$ cat src/rtl/div_pkg.sv
// Shared types and sizing helpers for the sequential restoring divider.
package div_pkg;

   typedef enum logic [1:0] {
      IDLE = 2'd0,
      RUN  = 2'd1,
      DONE = 2'd2
   } state_t;

   localparam int DEF_WIDTH = 16;

   function automatic int cnt_w(input int w);
      return $clog2(w) + 1;
   endfunction

   localparam int DEF_CNT_W = cnt_w(DEF_WIDTH);

endpackage

$ cat src/rtl/sub_ripple.sv
// Ripple-borrow subtractor: i_a - i_b as i_a + ~i_b + 1 through full-adder cells.
module sub_ripple #(
   parameter int N = 17
) (
   input  logic [N-1:0] i_a,
   input  logic [N-1:0] i_b,
   output logic [N-1:0] o_diff,
   output logic         o_borrow
);

   logic [N:0]   w_c;
   logic [N-1:0] w_nb;

   assign w_nb   = ~i_b;
   assign w_c[0] = 1'b1;

   for (genvar i = 0; i < N; i++) begin : g_fa
      assign o_diff[i]  = i_a[i] ^ w_nb[i] ^ w_c[i];
      assign w_c[i + 1] = (i_a[i] & w_nb[i]) | (w_c[i] & (i_a[i] ^ w_nb[i]));
   end

   // No carry out of the top cell means the subtraction went negative.
   assign o_borrow = ~w_c[N];

endmodule

$ cat src/rtl/seq_restoring_divider.sv
// Multi-cycle restoring divider, one quotient bit per cycle.
// SIGNED_DIV_EN selects two's-complement operands with truncation toward zero.
import div_pkg::*;

module seq_restoring_divider #(
   parameter int WIDTH = DEF_WIDTH
) (
   input  logic             clk,
   input  logic             rst_n,
   input  logic             in_valid,
   output logic             in_ready,
   input  logic [WIDTH-1:0] dividend,
   input  logic [WIDTH-1:0] divisor,
   output logic             out_valid,
   input  logic             out_ready,
   output logic [WIDTH-1:0] quotient,
   output logic [WIDTH-1:0] remainder,
   output logic             div_by_zero
);

   localparam int CW = cnt_w(WIDTH);

   state_t           r_state;
   state_t           w_next;
   logic [WIDTH-1:0] r_q;
   logic [WIDTH-1:0] r_d;
   logic [WIDTH-1:0] r_r;
   logic [WIDTH-1:0] r_quot;
   logic [WIDTH-1:0] r_rem;
   logic [CW-1:0]    r_cnt;
   logic             r_dbz;

   logic [WIDTH:0]   w_rs;
   logic [WIDTH:0]   w_t;
   logic             w_borrow;
   logic             w_take;
   logic             w_last;
   logic             w_zero;
   logic             w_accept;
   logic [WIDTH-1:0] w_q_nxt;
   logic [WIDTH-1:0] w_r_nxt;
   logic [WIDTH-1:0] w_a_mag;
   logic [WIDTH-1:0] w_b_mag;
   logic [WIDTH-1:0] w_quot;
   logic [WIDTH-1:0] w_rem;

   assign w_rs = {r_r, r_q[WIDTH-1]};

   sub_ripple #(
      .N(WIDTH + 1)
   ) u_sub (
      .i_a     (w_rs),
      .i_b     ({1'b0, r_d}),
      .o_diff  (w_t),
      .o_borrow(w_borrow)
   );

   assign w_take   = !w_borrow && !w_t[WIDTH];
   assign w_q_nxt  = {r_q[WIDTH-2:0], w_take};
   assign w_r_nxt  = w_take ? w_t[WIDTH-1:0] : w_rs[WIDTH-1:0];
   assign w_last   = (r_cnt == CW'(WIDTH - 1));
   assign w_zero   = (divisor == '0);
   assign w_accept = in_valid && in_ready;

`ifdef SIGNED_DIV_EN
   logic r_nq;
   logic r_nr;

   assign w_a_mag = dividend[WIDTH-1] ? -dividend : dividend;
   assign w_b_mag = divisor[WIDTH-1] ? -divisor : divisor;
   // Sign fix-up lands in the same edge that enters DONE.
   assign w_quot  = r_nq ? -w_q_nxt : w_q_nxt;
   assign w_rem   = r_nr ? -w_r_nxt : w_r_nxt;

   always_ff @(posedge clk) begin
      if (!rst_n) begin
         r_nq <= 1'b0;
         r_nr <= 1'b0;
      end else if (w_accept) begin
         r_nq <= dividend[WIDTH-1] ^ divisor[WIDTH-1];
         r_nr <= dividend[WIDTH-1];
      end
   end
`else
   assign w_a_mag = dividend;
   assign w_b_mag = divisor;
   assign w_quot  = w_q_nxt;
   assign w_rem   = w_r_nxt;
`endif

   always_ff @(posedge clk) begin
      if (!rst_n) r_state <= IDLE;
      else        r_state <= w_next;
   end

   always_comb begin
      w_next = r_state;
      unique case (r_state)
         IDLE:    if (in_valid) w_next = w_zero ? DONE : RUN;
         RUN:     if (w_last) w_next = DONE;
         DONE:    if (out_ready) w_next = IDLE;
         default: w_next = IDLE;
      endcase
   end

   always_ff @(posedge clk) begin
      if (!rst_n) begin
         r_q    <= '0;
         r_d    <= '0;
         r_r    <= '0;
         r_cnt  <= '0;
         r_quot <= '0;
         r_rem  <= '0;
         r_dbz  <= 1'b0;
      end else begin
         unique case (r_state)
            IDLE: begin
               if (in_valid) begin
                  r_q   <= w_a_mag;
                  r_d   <= w_b_mag;
                  r_r   <= '0;
                  r_cnt <= '0;
                  r_dbz <= w_zero;
                  if (w_zero) begin
                     r_quot <= '1;
                     r_rem  <= dividend;
                  end
               end
            end
            RUN: begin
               r_q   <= w_q_nxt;
               r_r   <= w_r_nxt;
               r_cnt <= r_cnt + 1'b1;
               if (w_last) begin
                  r_quot <= w_quot;
                  r_rem  <= w_rem;
               end
            end
            default: ;
         endcase
      end
   end

   assign in_ready    = (r_state == IDLE);
   assign out_valid   = (r_state == DONE);
   assign quotient    = r_quot;
   assign remainder   = r_rem;
   assign div_by_zero = r_dbz;

endmodule
$ cat config.mk
export PLATFORM = sky130hd
export DESIGN_NAME = seq_restoring_divider
export DESIGN_NICKNAME = d
export VERILOG_FILES = /design/src/rtl/div_pkg.sv /design/src/rtl/sub_ripple.sv /design/src/rtl/seq_restoring_divider.sv
export SDC_FILE = /design/constraint.sdc
export NUM_CORES = 1
export LEC_CHECK = 0
export BUFFER_PORTS_ARGS = -buffer_cell sky130_fd_sc_hd__buf_2
export CORE_MARGIN = 4
export CORE_UTILIZATION = 40
export CTS_BUF_LIST = sky130_fd_sc_hd__clkbuf_2 sky130_fd_sc_hd__clkbuf_4 sky130_fd_sc_hd__clkbuf_8
export DETAILED_ROUTE_END_ITERATION = 7
export GPL_ROUTABILITY_DRIVEN = 1
export SYNTH_ARGS = -nofsm -noshare
export SYNTH_HDL_FRONTEND = slang
export SYNTH_SLANG_ARGS = --single-unit
$ cat constraint.sdc
create_clock -name clk -period 14.39 [get_ports clk]
set_clock_uncertainty 0.2 [all_clocks]
set_input_delay 2.1585 -clock clk [delete_from_list [all_inputs] [get_ports clk]]
set_output_delay 2.1585 -clock clk [all_outputs]
set_load 0.05 [all_outputs]
### Yosys cells after proc, flatten, opt, wreduce, memory -nomap -nowiden

Cells that the tools add are included.

* register bits after elaboration: 88
* bits of input ports: 36
* output and inout port bits: 35
* word-level logic and storage cells: 130

* add/sub/neg operators: 1
* equality and inequality tests: 7
* multiplexer cells: 20
* bitwise logic cells: 85
* reductions and logical operators: 9

Operators by type and width (number)
* $mux W16: 9
* $pmux W16 S2: 4
* $and A1 B1 Y1: 33
* $xor A1 B1 Y1: 33
* $not A16 Y17: 1
* $or A1 B1 Y1: 17
* $logic_not A16 Y1: 1
* $pmux W5 S2: 1
* $mux W2: 4
* $pmux W2 S3: 1
* $add A5 B1 Y5 const B: 1
* $eq A5 B4 Y1 const B: 1
* $mux W5: 1
* $ne A2 B1 Y1 const B: 2
* $ne A2 B2 Y1 const B: 2
* $reduce_and A2 Y1: 2
* $reduce_and A4 Y1: 1
* $reduce_and A3 Y1: 1
* $eq A2 B1 Y1 const B: 1
* $eq A2 B2 Y1 const B: 1
* $logic_not A2 Y1: 1
* $reduce_bool A2 Y1: 1
* $logic_and A1 B1 Y1: 1
* $logic_not A1 Y1: 1
* $not A1 Y1: 1

### Depth between registers and ports, before layout

Gate-level depths: netlist (run 1).

* depth after elaboration: 39
* gate-level depth with buffers: 25

### By module

Synthesis (run 1) repeated with hierarchy kept, for this count alone.

* cells, all modules: 396
* area, all modules: 3782.4 µm²

By module, submodules not included
* seq_restoring_divider: times used 1, cells each 344, area each 3318.2 µm², sequential area each 1761.7 µm²
* sub_ripple: times used 1, cells each 52, area each 464.2 µm², sequential area each 0.0 µm²

### Worst setup path after synthesis (run 1)

No wires, ideal clock.

* path kind: register -> register
* start point: register r_q[15]
* end point: register r_rem[3] (netlist: remainder[3])
* setup time: 0.125 ns
* data arrival time: 6.958 ns
* path slack: 7.107 ns
* stages on the path, launching flop included: 26
* buffers on the path: 1
* cells stage by stage: dfxtp_1 > inv_1 > ha_1 > inv_1 > fa_1 > fa_1 > fa_1 > fa_1 > fa_1 > fa_1 > fa_1 > fa_1 > fa_1 > fa_1 > fa_1 > fa_1 > fa_1 > inv_1 > fa_1 > inv_1 > fa_1 > xor2_2 > buf_2 > and3_1 > o31ai_1 > mux2i_1

* longest elaborated chain between the ends: 38
* elaborated cells on any way between the ends: 42

Ends and longest elaborated chain
* start, declared: line seq_restoring_divider.sv:25 `logic [WIDTH-1:0] r_q;`
* start signal, assigned: line seq_restoring_divider.sv:119 `r_q <= w_a_mag;`
* start signal, assigned: line seq_restoring_divider.sv:131 `r_q <= w_q_nxt;`
* $and A1 B1 Y1 / $xor A1 B1 Y1 (equally long branches): line sub_ripple.sv:19 `assign w_c[i + 1] = (i_a[i] & w_nb[i]) | (w_c[i] & (i_a[i] ^ w_nb[i]));`
* $or A1 B1 Y1 (*): line sub_ripple.sv:19
* $and A1 B1 Y1 (*): line sub_ripple.sv:19
* $or A1 B1 Y1 (*): line sub_ripple.sv:19
* $and A1 B1 Y1 (*): line sub_ripple.sv:19
* $or A1 B1 Y1 (*): line sub_ripple.sv:19
* $and A1 B1 Y1: line sub_ripple.sv:19
* $or A1 B1 Y1: line sub_ripple.sv:19
* [22 not listed]
* $and A1 B1 Y1: line sub_ripple.sv:19
* $or A1 B1 Y1: line sub_ripple.sv:19
* $and A1 B1 Y1 / $xor A1 B1 Y1 (equally long branches): line sub_ripple.sv:19, sub_ripple.sv:18
* $or A1 B1 Y1 / $logic_not A1 Y1 (equally long branches): line sub_ripple.sv:19, seq_restoring_divider.sv:58
* $logic_and A1 B1 Y1: line seq_restoring_divider.sv:58 `assign w_take = !w_borrow && !w_t[WIDTH];`
* $mux W16 (*): line seq_restoring_divider.sv:60 `assign w_r_nxt = w_take ? w_t[WIDTH-1:0] : w_rs[WIDTH-1:0];`
* $mux W16 (*): line seq_restoring_divider.sv:134 `if (w_last) begin`
* $pmux W16 S2 (*): line seq_restoring_divider.sv:116 `unique case (r_state)`
* end signal, assigned: line seq_restoring_divider.sv:126 `r_rem <= dividend;`
* end signal, assigned: line seq_restoring_divider.sv:136 `r_rem <= w_rem;`
* end, declared: line seq_restoring_divider.sv:29 `logic [WIDTH-1:0] r_rem;`

Mark *: on every way between the ends. The rest lies on a longest branch, timed or not. The select of a mux whose other input is x is not followed.
A chain may end at the register's enable or synchronous reset.

### Final worst setup path (run 1)

* start point: register r_q[15]
* end point: register r_rem[0] (netlist: remainder[0])

* longest elaborated chain between the ends: 38
* elaborated cells on any way between the ends: 42

Ends and longest elaborated chain (line)
* $and A1 B1 Y1 / $xor A1 B1 Y1 (equally long branches): sub_ripple.sv:19, sub_ripple.sv:18
* $or A1 B1 Y1: sub_ripple.sv:19
* $and A1 B1 Y1: sub_ripple.sv:19
* $or A1 B1 Y1: sub_ripple.sv:19
* $and A1 B1 Y1: sub_ripple.sv:19
* $or A1 B1 Y1: sub_ripple.sv:19
* $and A1 B1 Y1: sub_ripple.sv:19
* $or A1 B1 Y1: sub_ripple.sv:19
* [22 not listed]
* $and A1 B1 Y1: sub_ripple.sv:19
* $or A1 B1 Y1: sub_ripple.sv:19
* $and A1 B1 Y1 / $xor A1 B1 Y1 (equally long branches): sub_ripple.sv:19, sub_ripple.sv:18
* $or A1 B1 Y1 / $logic_not A1 Y1 (equally long branches): sub_ripple.sv:19, seq_restoring_divider.sv:58
* $logic_and A1 B1 Y1: seq_restoring_divider.sv:58
* $mux W16 (*): seq_restoring_divider.sv:60
* $mux W16 (*): seq_restoring_divider.sv:134
* $pmux W16 S2 (*): seq_restoring_divider.sv:116

Marks and branches as above.

==> impl_metrics.toml, run 1 <==
[floorplanning]
die_outline_area_sq_um = 12040
initial_util_pct = 41.78
die_w_um = 109.7
dieHeight_um = 109.7
placement_rows = 36
total_core_area_sq_um = 9910
top_level_ports = 71

[finish]
diodes = 0
layout.nets = 550
area_growth_syn_to_layout_pct = 14.63
fillerInstances = 1011
layout-drive-gt1-share_pct = 19.56

[global_routing]
grt-ovfl-total = 0
grt_pass1_vias = 3169
grt_first_pass_wirelength_um = 16080
globalRouteTotalUtil_pct = 17.13
pin_count_of_the_biggest_net_entering_global_routing = 105
grt_antenna_before_repair = 0

[run]
maxCapViolations = 0

[placed_design]
dpl.hpwl_um = 6935
gpl.final_weighted_congestion = 0.8177
portBuffers = 70

[timing]
tns_ns = 0
max_slew_margin_pct = 30.76
final_period_utilization_pct = 55.69
fmax_ghz = 0.1248
worst_pin_slew_ns = 1.039
setup_viol = 0
finalHoldViolations = 0
finalMaxSlewViolations = 0
rsz0062_at_grt = "no"
hold_slack_ns = 0.2578
final.min_clock_period_ns = 8.014

[clocking]
worstSkewPairLatency_ns = 0.36
path_clk_slew_ns = 0.09
clock-sinks = 88
ctsLongestPathBuffers = 2
resize_count_post_cts = 0
htree_num_levels = 3
cts.root.buffer_cell = "sky130_fd_sc_hd__clkbuf_8"
buffer_count_from_post_cts_setup_fixing = 0
cts_hold_repair.buffers = 0
clock_tree_from_tritoncts = "yes"
numCtsBuffers = 9

[critical_path]
slowest_delay_ns = 0.71
worstSetupPathDepth = 24
rr_worst_depth = 24
timing.reg2reg.setup_slack_ns = 6.38
cell_seen_most_often_among_critical_path_stages = "sky130_fd_sc_hd__fa_1"
crit_path_start_kind = "flop"
timing.critical_path.to_type = "flop"
critical-path-top-delay-family = "adder cells"
cp_data_arrival_time_ns = 8.05
cp_data_required_time_ns = 14.43
rr_endpoint = "remainder[0]$_SDFFE_PN0P_"
critical_path.reg2reg.startpoint = "r_q[15]$_SDFFE_PN0P_"
critical_path.startpoint = "r_q[15]$_SDFFE_PN0P_"
path_max_fanout = 13
criticalPathCategory = "reg2reg"
slowest_stage_cell_on_the_critical_path = "sky130_fd_sc_hd__xnor2_1"
crit_path_cell_trace = "inv_1 > ha_1 > inv_1 > fa_1 > fa_1 > fa_1 > fa_1 > fa_1 > fa_1 > fa_1 > fa_1 > fa_1 > fa_1 > fa_1 > fa_1 > fa_1 > inv_1 > fa_1 > inv_1 > fa_1 > xnor2_1 > nor3_1 > o31ai_1 > mux2i_1"
critical_path_buf_inv_count = 4

[yosys]
netlist.top_cell.by_area = "sky130_fd_sc_hd__dfxtp_1"
yosys_register_bits = 88
synth_sequential_area_ratio_pct = 42.55
synth.yosys.warnings = 0
synthesis.area_per_instance_sq_um = 9.325
number_of_standard_cells_after_synthesis = 444
yosysTopAreaCellShare_pct = 42.55
prevailing_post_synth_register_cell = "sky130_fd_sc_hd__dfxtp_1"
netlist_top_cells_count = "88 x sky130_fd_sc_hd__dfxtp_1, 57 x sky130_fd_sc_hd__nand2_1, 28 x sky130_fd_sc_hd__and2_1, 23 x sky130_fd_sc_hd__clkbuf_1, 22 x sky130_fd_sc_hd__and3_1"
async_set_reset_flop_share_out_of_synthesis_pct = 0
synth_edf_count = 0
synthDistinctLibCells = 39
synth_area_leaders = "sky130_fd_sc_hd__dfxtp_1 43%, sky130_fd_sc_hd__fa_1 7.3%, sky130_fd_sc_hd__nand2_1 5.2%"
synthesis.nets = 498
netlist_area_sq_um = 4140
library_cell_with_the_highest_instance_count_after_synthesis = "sky130_fd_sc_hd__dfxtp_1"

[drt]
wire_per_inst_um = 15.48
routed-via-count = 3226
ant_nets = 0
postRouteWirelength_um = 9816
detail_route.vias_per_cell = 5.088
drc_errors = 0
detailedRoute.firstPassIterationCount = 5
drt-initial-drc-count = 97

[pwr]
power_density_nw_per_um2 = 116.5
cellLeakagePower_nw = 2.147
peakVddDrop_uv = 49.25

[min_path]
timing.hold.worst.start = "remainder[8]$_SDFFE_PN0P_"
min_to = "remainder[8]$_SDFFE_PN0P_"
hold_path_depth = 2
hp-class = "reg2reg"

[outcome]
run_status = "finished clean"
-- per-stage QoR --
step / area [sq um] / worst slack (ns) / utilization (%) / cells / total power (W)
after global placement: 4541 / 6.577 / 45.82 / 618 / 0.0003777
after detailed placement: 4541 / 6.472 / 45.82 / 618 / 0.0003796
final: 4746 / 6.376 / 47.89 / 634 / 0.0005530
after CTS: 4746 / 6.402 / 47.89 / 634 / 0.0005580
after global routing: 4746 / 5.984 / 47.89 / 634 / 0.0005855
after floorplan: 4140 / 7.107 / - / 444 / 0.0003502
-- final cells by class --
class	count	area [sq um]	area share, %
multi-input combinational	302	2153	45.37
sequential	88	1762	37.12
timing repair buffer	74	380.4	8.015
tap	133	166.4	3.506
clock buffer	10	137.6	2.900
inverter	21	78.83	1.661
clock inverter	6	67.56	1.424
-- sequential cells by signal, summed over array words and instances (netlist names) --
register,count
quotient,16
r_r,16
r_q,16
r_cnt,5
r_d,16
div_by_zero,1
remainder,16
r_state,2
-- cells by family (layout without fill, tap and decap cells) --
| group | count (synthesis) | count (layout) | synth area share (%) |
|---|---|---|---|
| simple gates | 140 | 140 | 17.14 |
| compound gates | 117 | 117 | 19.95 |
| flops | 88 | 88 | 42.55 |
| buf+inv | 54 | 111 | 5.440 |
| mux | 25 | 25 | 6.165 |
| fa+ha+maj | 18 | 18 | 8.160 |
| xor+xnor | 2 | 2 | 0.6046 |
-- cell usage in the layout (no fill, tap or decap), types with 5 or more instances in the layout --
| cell type | count |
|---|---|
| sky130_fd_sc_hd__a21boi_1 | 16 |
| sky130_fd_sc_hd__a21oi_1 | 21 |
| sky130_fd_sc_hd__a22oi_1 | 5 |
| sky130_fd_sc_hd__and2_1 | 28 |
| sky130_fd_sc_hd__and3_1 | 22 |
| sky130_fd_sc_hd__buf_2 | 70 |
| sky130_fd_sc_hd__clkbuf_8 | 10 |
| sky130_fd_sc_hd__dfxtp_1 | 88 |
| sky130_fd_sc_hd__fa_1 | 15 |
| sky130_fd_sc_hd__inv_1 | 21 |
| sky130_fd_sc_hd__mux2i_1 | 21 |
| sky130_fd_sc_hd__nand2_1 | 57 |
| sky130_fd_sc_hd__nor2_1 | 10 |
| sky130_fd_sc_hd__nor2b_1 | 8 |
| sky130_fd_sc_hd__o21a_1 | 7 |
| sky130_fd_sc_hd__o21ai_0 | 21 |
| sky130_fd_sc_hd__o221a_1 | 9 |
| sky130_fd_sc_hd__o22ai_1 | 7 |
| sky130_fd_sc_hd__o31a_1 | 12 |
| sky130_fd_sc_hd__o31ai_1 | 12 |
-- worst reg2reg max path, stage by stage, from the launching register on --
cell and delay [ns]:
sky130_fd_sc_hd__dfxtp_1 0.31, sky130_fd_sc_hd__inv_1 0.07, sky130_fd_sc_hd__ha_1 0.15, sky130_fd_sc_hd__inv_1 0.05
sky130_fd_sc_hd__fa_1 0.38, sky130_fd_sc_hd__fa_1 0.39, sky130_fd_sc_hd__fa_1 0.40, sky130_fd_sc_hd__fa_1 0.39
sky130_fd_sc_hd__fa_1 0.38, sky130_fd_sc_hd__fa_1 0.39, sky130_fd_sc_hd__fa_1 0.39, sky130_fd_sc_hd__fa_1 0.41
sky130_fd_sc_hd__fa_1 0.41, sky130_fd_sc_hd__fa_1 0.39, sky130_fd_sc_hd__fa_1 0.39, sky130_fd_sc_hd__fa_1 0.40
sky130_fd_sc_hd__fa_1 0.37, sky130_fd_sc_hd__inv_1 0.09, sky130_fd_sc_hd__fa_1 0.19, sky130_fd_sc_hd__inv_1 0.06
sky130_fd_sc_hd__fa_1 0.43, sky130_fd_sc_hd__xnor2_1 0.71, sky130_fd_sc_hd__nor3_1 0.14, sky130_fd_sc_hd__o31ai_1 0.32
sky130_fd_sc_hd__mux2i_1 0.10
-- how the worst max path moves through the flow --
stage,to,slack [ns]
after global placement,remainder[13]$_SDFFE_PN0P_,6.58
after floorplan,remainder[3]$_SDFFE_PN0P_,7.11
after global routing,remainder[0]$_SDFFE_PN0P_,5.98
final,remainder[0]$_SDFFE_PN0P_,6.38
after CTS,remainder[12]$_SDFFE_PN0P_,6.40
after detailed placement,remainder[12]$_SDFFE_PN0P_,6.47
-- per-layer routing --
layer / vias to the layer above / track usage, % / wire [um]
met5: - / 0 / 0
met4: 0 / 4.007 / 86
met3: 6 / 3.699 / 372
met2: 58 / 26.59 / 4373
met1: 1512 / 24.36 / 4984
li1: 1650 / - / -
-- power breakdown --
part | internal, W | switching, W | leakage, nW
sequential | 0.000256 | 0.0000104 | 0.716
clock | 0.0000859 | 0.0000906 | 0.104
combinational | 0.0000456 | 0.0000649 | 1.33
Note: power is estimated with default switching activity, not from simulation.
==> run 2, diff against run 1 <==
Clock period 14.39 ns to 7.95 ns, I/O delays scaled along.
==> run 2 against run 1 <==
  * Die area stayed put
  * Global-route usage is 0.074 points higher
  * Utilization is 0.13 points higher
  * First-iteration DRC count is 53% higher
  * Total power is 79% higher
  * Non-clock buffer count is 2 higher
  * Sequential cell count stayed put
  * Maximum frequency is 4.7% higher
  * Cell area is 0.26% higher
  * Routed wire length is 1.0% higher
  * Clock-buffer cell count stayed put
  * Largest cell class unchanged
==> impl_metrics.toml, run 2 (synthesis gave the netlist of run 1 again) <==
[outcome]
run_status = "finished clean"

[clocking]
clock_tree_from_tritoncts = "yes"
htree_num_levels = 3
worstSkewPairLatency_ns = 0.35
cts_hold_repair.buffers = 0
resize_count_post_cts = 0
path_clk_slew_ns = 0.08
clock-sinks = 88
ctsLongestPathBuffers = 2
cts.root.buffer_cell = "sky130_fd_sc_hd__clkbuf_8"
numCtsBuffers = 9
buffer_count_from_post_cts_setup_fixing = 0

[placed_design]
gpl.final_weighted_congestion = 0.7903
portBuffers = 70
postPlaceCellArea_sq_um = 4556
dpl.hpwl_um = 6974

[critical_path]
criticalPathCategory = "reg2reg"
worstSetupPathDepth = 25
cell_seen_most_often_among_critical_path_stages = "sky130_fd_sc_hd__fa_1"
critical-path-top-delay-family = "adder cells"
critical_path_buf_inv_count = 5
crit_path_start_kind = "flop"
path_max_fanout = 11
cp_data_required_time_ns = 7.97
rr_worst_depth = 25
timing.critical_path.to_type = "flop"
slowest_delay_ns = 0.40
cp_data_arrival_time_ns = 7.68
slowest_stage_cell_on_the_critical_path = "sky130_fd_sc_hd__fa_1"

[drt]
drc_errors = 0
postRouteWirelength_um = 9915
drt-initial-drc-count = 148
routed-via-count = 3331
detail_route.vias_per_cell = 5.254
detailedRoute.firstPassIterationCount = 5
ant_nets = 0
wire_per_inst_um = 15.64

[finish]
layout_commonest_cell = "sky130_fd_sc_hd__dfxtp_1"
area_growth_syn_to_layout_pct = 14.93
fillerInstances = 1041
layout-drive-gt1-share_pct = 20.16
diodes = 0
stdcell_area_sq_um = 4758
finish.utilization_pct = 48.02
layout.nets = 552
most-common-layout-cells = "88 x sky130_fd_sc_hd__dfxtp_1, 70 x sky130_fd_sc_hd__buf_2, 57 x sky130_fd_sc_hd__nand2_1"

[min_path]
hold_path_depth = 2
hp-class = "reg2reg"

[timing]
fmax_ghz = 0.1307
finalMaxSlewViolations = 0
setup_viol = 0
max_slew_margin_pct = 33.39
rsz0062_at_grt = "no"
tns_ns = 0
final.min_clock_period_ns = 7.653
final_period_utilization_pct = 96.27
worst_pin_slew_ns = 0.9992
finalHoldViolations = 0

[floorplanning]
top_level_ports = 71
total_core_area_sq_um = 9910
placement_rows = 36
initial_util_pct = 41.78
die_outline_area_sq_um = 12040
dieHeight_um = 109.7
die_w_um = 109.7

[global_routing]
globalRouteTotalUtil_pct = 17.21
grt_antenna_before_repair = 0
grt_pass1_vias = 3180
grt_first_pass_wirelength_um = 16220
pin_count_of_the_biggest_net_entering_global_routing = 105
grt-ovfl-total = 0

[pwr]
peakVddDrop_uv = 108.3
power_density_nw_per_um2 = 208.4
cellLeakagePower_nw = 2.143

[run]
maxCapViolations = 0
[run 2: tightest hold or removal path: stages, from the launching register on]
cell and delay, ns:
sky130_fd_sc_hd__dfxtp_1 0.31, sky130_fd_sc_hd__nand2_1 0.05, sky130_fd_sc_hd__a21boi_1 0.05
[run 2: where the power goes]
group	internal, W	switching (W)
clock	0.000144	0.000152
combinational	0.0000913	0.000123
sequential	0.000463	0.0000189
total	0.000698	0.000293
[run 2: final timing paths]
kind,endpoint,slack (ns),start
worst max-delay path,remainder[7]$_SDFFE_PN0P_,0.30,r_q[15]$_SDFFE_PN0P_
worst min-delay path,r_d[5]$_SDFFE_PN0P_,0.25,r_d[5]$_SDFFE_PN0P_
worst max register to register,remainder[7]$_SDFFE_PN0P_,0.30,r_q[15]$_SDFFE_PN0P_
worst min register to register,r_d[5]$_SDFFE_PN0P_,0.25,r_d[5]$_SDFFE_PN0P_
[run 2: layout make-up]
| class | count | area (sq um) | area share [%] |
|---|---|---|---|
| timing repair buffer | 76 | 395.4 | 8.309 |
| inverter | 21 | 78.83 | 1.657 |
| clock inverter | 4 | 47.55 | 0.9992 |
| multi-input combinational | 302 | 2177 | 45.75 |
| clock buffer | 10 | 131.4 | 2.761 |
| sequential | 88 | 1762 | 37.02 |
| tap | 133 | 166.4 | 3.497 |
[run 2: per-layer routing]
metal	GRT usage, %	vias to the layer above	part of all wire [%]
li1	-	1652	-
met1	24.62	1598	50
met2	26.33	72	44
met3	2.760	9	4.1
met4	5.877	0	1.2
met5	0	-	0
[run 2: per-stage QoR]
step / worst slack, ns / hold WS [ns] / power (W) / std cells
2_1_floorplan: 0.6670 / 0.2351 / 0.0006340 / 444
3_3_place_gp: 0.2943 / 0.2432 / 0.0006938 / 620
3_5_place_dp: 0.2043 / 0.2484 / 0.0006982 / 620
4_1_cts: 0.1933 / 0.2590 / 0.0009913 / 634
5_1_grt: 0.03141 / 0.2769 / 0.001047 / 634
6_report: 0.2967 / 0.2545 / 0.0009916 / 634
